**src/rtl/muldiv_pkg.sv**
```systemverilog
// Shared types and constants for the iterative multiply/divide engine and
// the control unit that drives it.
package muldiv_pkg;

  localparam int MD_ITER  = 32;
  localparam int MD_CNT_W = 6;

  typedef enum logic [1:0] {
    IDLE = 2'd0,
    MULT = 2'd1,
    DIV  = 2'd2,
    DONE = 2'd3
  } md_state_t;

  typedef enum logic {
    MD_MULT = 1'b0,
    MD_DIV  = 1'b1
  } md_op_t;

endpackage

```
**src/rtl/muldiv_unit.sv**
```systemverilog
// Shared signed multiply (radix-2 Booth) / divide (restoring on magnitudes)
// engine producing HI/LO with a fixed 33-cycle latency.
module muldiv_unit
  import muldiv_pkg::*;
#(
  parameter int ITER = MD_ITER
) (
  input  logic        clock,
  input  logic        reset,
  input  logic        start,
  input  logic        op,
  input  logic [31:0] a,
  input  logic [31:0] b,
  output logic        busy,
  output logic        done,
  output logic        div_by_zero,
  output logic [31:0] hi,
  output logic [31:0] lo
);

  localparam logic [MD_CNT_W-1:0] CNT_LAST = MD_CNT_W'(ITER - 1);

  md_state_t           state_q, state_d;
  logic [MD_CNT_W-1:0] cnt_q, cnt_d;
  logic [32:0]         work_hi_q, work_hi_d;
  logic [31:0]         work_lo_q, work_lo_d;
  logic                q_m1_q, q_m1_d;
  logic [31:0]         opnd_q, opnd_d;
  logic                neg_q_q, neg_q_d;
  logic                neg_r_q, neg_r_d;
  logic [31:0]         hi_q, hi_d;
  logic [31:0]         lo_q, lo_d;
  logic                dbz_q, dbz_d;

  logic [32:0] acc_sum, booth_hi, div_shift, div_diff;
  logic [31:0] booth_lo, div_hi, div_lo;
  logic        div_fits;

  function automatic logic [31:0] mag32(input logic [31:0] x);
    return x[31] ? (32'd0 - x) : x;
  endfunction

  // Accumulator carries a guard bit so that subtracting -2^31 cannot overflow.
  always_comb begin
    case ({work_lo_q[0], q_m1_q})
      2'b01:   acc_sum = work_hi_q + {opnd_q[31], opnd_q};
      2'b10:   acc_sum = work_hi_q - {opnd_q[31], opnd_q};
      default: acc_sum = work_hi_q;
    endcase
    booth_hi = {acc_sum[32], acc_sum[32:1]};
    booth_lo = {acc_sum[0], work_lo_q[31:1]};
  end

  always_comb begin
    div_shift = {work_hi_q[31:0], work_lo_q[31]};
    div_diff  = div_shift - {1'b0, opnd_q};
    div_fits  = ~div_diff[32];
    div_hi    = div_fits ? div_diff[31:0] : div_shift[31:0];
    div_lo    = {work_lo_q[30:0], div_fits};
  end

  // states: IDLE wait start | MULT booth step | DIV restore step | DONE results valid
  always_comb begin
    state_d   = state_q;
    cnt_d     = cnt_q;
    work_hi_d = work_hi_q;
    work_lo_d = work_lo_q;
    q_m1_d    = q_m1_q;
    opnd_d    = opnd_q;
    neg_q_d   = neg_q_q;
    neg_r_d   = neg_r_q;
    hi_d      = hi_q;
    lo_d      = lo_q;
    dbz_d     = dbz_q;
    case (state_q)
      IDLE: begin
        if (start) begin
          dbz_d = 1'b0;
          cnt_d = CNT_LAST;
          if (md_op_t'(op) == MD_DIV) begin
            if (b == 32'd0) begin
              dbz_d   = 1'b1;
              state_d = DONE;
            end else begin
              work_hi_d = '0;
              work_lo_d = mag32(a);
              opnd_d    = mag32(b);
              neg_q_d   = a[31] ^ b[31];
              neg_r_d   = a[31];
              state_d   = DIV;
            end
          end else begin
            work_hi_d = '0;
            work_lo_d = b;
            q_m1_d    = 1'b0;
            opnd_d    = a;
            state_d   = MULT;
          end
        end
      end
      MULT: begin
        work_hi_d = booth_hi;
        work_lo_d = booth_lo;
        q_m1_d    = work_lo_q[0];
        if (cnt_q == '0) begin
          hi_d    = booth_hi[31:0];
          lo_d    = booth_lo;
          state_d = DONE;
        end else begin
          cnt_d = cnt_q - 1'b1;
        end
      end
      DIV: begin
        work_hi_d = {1'b0, div_hi};
        work_lo_d = div_lo;
        if (cnt_q == '0) begin
          hi_d    = neg_r_q ? (32'd0 - div_hi) : div_hi;
          lo_d    = neg_q_q ? (32'd0 - div_lo) : div_lo;
          state_d = DONE;
        end else begin
          cnt_d = cnt_q - 1'b1;
        end
      end
      DONE: state_d = IDLE;
      default: state_d = IDLE;
    endcase
  end

  always_ff @(posedge clock) begin
    if (reset) begin
      state_q   <= IDLE;
      cnt_q     <= '0;
      work_hi_q <= '0;
      work_lo_q <= '0;
      q_m1_q    <= 1'b0;
      opnd_q    <= '0;
      neg_q_q   <= 1'b0;
      neg_r_q   <= 1'b0;
      hi_q      <= '0;
      lo_q      <= '0;
      dbz_q     <= 1'b0;
    end else begin
      state_q   <= state_d;
      cnt_q     <= cnt_d;
      work_hi_q <= work_hi_d;
      work_lo_q <= work_lo_d;
      q_m1_q    <= q_m1_d;
      opnd_q    <= opnd_d;
      neg_q_q   <= neg_q_d;
      neg_r_q   <= neg_r_d;
      hi_q      <= hi_d;
      lo_q      <= lo_d;
      dbz_q     <= dbz_d;
    end
  end

  assign busy        = (state_q != IDLE);
  assign done        = (state_q == DONE);
  assign div_by_zero = dbz_q;
  assign hi          = hi_q;
  assign lo          = lo_q;

endmodule

```
**config.mk**
```make
export PLATFORM = sky130hd
export DESIGN_NAME = muldiv_unit
export DESIGN_NICKNAME = d
export VERILOG_FILES = /design/src/rtl/muldiv_pkg.sv /design/src/rtl/muldiv_unit.sv
export SDC_FILE = /design/constraint.sdc
export NUM_CORES = 1
export LEC_CHECK = 0
export CORE_AREA = 10 10 248 250
export DETAILED_ROUTE_END_ITERATION = 8
export DIE_AREA = 0 0 258 260
export GPL_ROUTABILITY_DRIVEN = 0
export GPL_TIMING_DRIVEN = 0
export PLACE_DENSITY = 0.55
export SLEW_MARGIN = 25
export SYNTH_ARGS = -nofsm -noshare
export SYNTH_HDL_FRONTEND = slang
export SYNTH_SLANG_ARGS = --single-unit
export TNS_END_PERCENT = 50
```
**constraint.sdc**
```tcl
create_clock -name clock -period 5.07 [get_ports clock]
set_input_delay 0.7605 -clock clock [delete_from_list [all_inputs] [get_ports clock]]
set_output_delay 0.7605 -clock clock [all_outputs]
set_load 0.02 [all_outputs]
```
==> flow_summary_export.csv <==
group,metric,value,unit
timing,max_slew_margin,0.343,
logic_synthesis,postSynthCellCount,2250,
power,power,9950,uW
power,pwr-share-comb,0.666,
logic_synthesis,yosys.area.top_type,"dfxtp_1",
logic_synthesis,async_flop_share,0,
finish,finish.utilization,0.346,
timing,slew_viol_final,0,
setup_path,cp_common_cell,"buf_6",
drt,first_iter_violations,2012,
logic_synthesis,yosys-top-cells-count,"nor2_1, a21oi_1, nand2_1",
power,clock_power_share,0.138,
timing,final_hold_viol_count,0,
logic_synthesis,synth.most_common_cell,"nor2_1",
logic_synthesis,avgSynthCellArea,7.20,um^2
setup_path,worstPathCellList,"inv_1, ha_2, fa_2, nand2b_4, a211oi_4, o211ai_4, a2111oi_4, buf_6, nor3_4, nor2_4, inv_4, buf_8, buf_6, buf_8, nand2_1, o21ai_1, inv_1, ha_2, o2111ai_4, or4_4, buf_6, nor4_4, mux2i_1, a211oi_2",
floorplanning,initial_core_util,0.288,
timing,setup_violations,0,
setup_path,cpPeakStageDelay,0.51,ns
setup_path,regToRegEndpoint,"hi[28]",
setup_path,cp_max_fo,10,
floorplanning,dieWidth,258,um
drt,postRouteAntennaNets,0,
drt,vias,18800,
logic_synthesis,ys.flop_type,"dfxtp_1",
clocking,clk-insertion-delay-late,0.48,ns
logic_synthesis,synthDominantCellAreaShare,0.214,
clocking,cts_tree,"yes",
floorplanning,num_io_pins,135,
setup_path,r2r_cells,24,
finish,syn_to_final_growth,20.3,%
logic_synthesis,yosys_warnings,0,
timing,fin_crit,4.94,ns
power,powerDensity,511,nW/um^2
setup_path,cp-start-kind,"register",
setup_path,cp-end-kind,"register",
clocking,clkTransAtPathRegs,0.08,ns
drt,wl,74000,um
setup_path,crit_path_top_delay_cell,"or4_4",
global_route,track_usage,0.212,
floorplanning,core,56300,um^2
run,drv_cap,0,
logic_synthesis,synth_seq_cells,173,
finish,layout-drive-gt1-share,0.0777,
power,p_sw_frac,0.531,
placed_design,io_buffers,132,
logic_synthesis,netlist_top_cells_area,"dfxtp_1, nor2_1, a21oi_1",
logic_synthesis,syn-num-nets,2396,
timing,tns,0,ns
placed_design,dpl.hpwl,59600,um
drt,drc,0,
global_route,grt_pass1_wl,110000,um
setup_path,reg2reg_slack,0.13,ns
drt,wl_per_cell,23.3,um
clocking,cts_buffers,17,
clocking,cts.sinks,173,
power,intPower,4660,uW
power,seqPwrFrac,0.197,
logic_synthesis,yosysSeqAreaShare,0.214,
logic_synthesis,synth_cell_type_count,93,
floorplanning,rows,87,
placed_design,placed_area,18500,um^2
power,p_sw,5290,uW
timing,fin_crit_sh,0.975,
clocking,h-tree-depth,4,
global_route,grt_pass1_vias,18000,
clocking,clockRootBuffer,"clkbuf_16",
setup_path,crit_start,"work_lo_q[31]",
timing,fin_skew,0.0224,ns
logic_synthesis,synth_edf_count,0,
global_route,antenna_found_initial,1,
run_status,status,"finished, final reports clean",
setup_path,critical_path_arrival,5.26,ns
timing,clock.fmax,202,MHz
drt,firstDrtPassIters,6,
setup_path,r2r-start,"work_lo_q[31]",
global_route,grt_max_degree,19,
global_route,grt-ovfl-total,0,
floorplanning,dieHeight,260,um
min_path,min_path_type,"reg -> reg",
finish,fin_nets,2553,
floorplanning,dieArea,67100,um^2
timing,worst_pin_slew,0.972,ns
logic_synthesis,synth_area,16200,um^2
finish,design_area,19500,um^2
setup_path,crit_path_end,"hi[28]",
clocking,clk_path_buf_depth,2,
drt,via_per_inst,5.92,
setup_path,critical_path_required,5.38,ns
clocking,hold_buffers,0,
power,p_leak,0.00703,uW
power,ir_worst_vdd,0.316,mV
setup_path,critPathKind,"reg -> reg",
power groups by stage:
stage	logic [uW]	registers [uW]	clock network, uW
after floorplan	4170	1940	0
after global placement	6110	1960	0
after detailed placement	6190	1970	0
after CTS	6350	1940	1390
after global routing	7110	1980	1440
final	6630	1960	1370
through the flow:
| stage | worst slack (ns) | cells | hold WS, ns |
|---|---|---|---|
| after global placement | -1.41 | 3138 | 0.453 |
| after floorplan | 0.0950 | 2250 | 0.454 |
| after detailed placement | -1.41 | 3138 | 0.451 |
| after CTS | 0.00681 | 3177 | 0.467 |
| after global routing | -0.000636 | 3176 | 0.486 |
| final | 0.127 | 3177 | 0.466 |
cell usage in the layout, fill, tap and decap left out, types with 28 or more instances in the layout:
cell type        Yosys  layout
a211oi_1           101      97
a21o_1              28      28
a21oi_1            212     209
a221oi_1            33      33
a31oi_1             33      33
clkbuf_1           115     107
clkdlybuf4s50_1      0     132
dfxtp_1            173     153
ha_1                76      67
inv_1               74      73
mux2i_1             32      32
nand2_1            188     188
nand3_1             38      37
nor2_1             310     310
nor3_1              56      55
o21ai_0            120     118
o31ai_1             41      38
xnor2_1             69      69
xor2_1             104     104
sequential cells by signal, indices dropped and copies added, names as in the netlist, 2 cells and up:
signal	flops
lo	32
opnd_q	32
work_lo_q	32
cnt_q	6
hi	32
work_hi_q	33
state_q	2
logic make-up (layout without fill, tap and decap cells):
| logic type | Yosys count | after routing | synth area share |
|---|---|---|---|
| buf+inv | 235 | 405 | 0.0580 |
| other cells | 0 | 1 | 0 |
| mux | 41 | 41 | 0.0260 |
| compound gates | 774 | 774 | 0.323 |
| flops | 173 | 173 | 0.214 |
| simple gates | 776 | 776 | 0.224 |
| xor+xnor | 173 | 173 | 0.0935 |
| fa+ha+maj | 78 | 78 | 0.0612 |
per-layer routing:
layer | global-route usage | vias to the layer above | share of wire
met1 | 0.268 | 9020 | 0.42
met3 | 0.0442 | 204 | 0.088
met4 | 0.0864 | 0 | 0.046
met5 | 0 | - | 0
li1 | - | 8627 | -
met2 | 0.344 | 963 | 0.45
how the worst min path moves through the flow:
stage / depth (start not counted) / slack, ns / end / startpoint
floorplan: 2 / 0.45 / q_m1_q / q_m1_q
global placement: 2 / 0.45 / lo[2] / lo[2]
detailed placement: 2 / 0.45 / lo[17] / lo[17]
CTS: 2 / 0.47 / lo[17] / lo[17]
global route: 2 / 0.49 / lo[19] / lo[19]
finish: 2 / 0.47 / lo[27] / lo[27]
cell type report:
class / instances / area (um^2)
clock inverter: 14 / 178
antenna: 1 / 2.50
fill: 6040 / 36800
buffer: 153 / 671
clock buffer: 18 / 429
inverter: 77 / 292
timing repair buffer: 143 / 1410
multi-input combinational: 1842 / 12100
sequential: 173 / 3490
tap: 756 / 946
critical path: cells and delay by family (launching register included):
| family | cells | cell delay (ns) |
|---|---|---|
| mux | 1 | 0.30 |
| fa+ha+maj | 3 | 0.84 |
| compound gates | 6 | 1.07 |
| simple gates | 6 | 1.19 |
| flops | 1 | 0.36 |
| buf+inv | 8 | 0.99 |
timing repair:
| action | 4_1_cts | 5_1_grt |
|---|---|---|
| pin swaps | 6 | 6 |
| endpoints found under the setup margin | 48 | 66 |
| resized for setup | 41 | 56 |
| setup buffers | 7 | 4 |
Note: power is estimated with default switching activity, not from simulation.
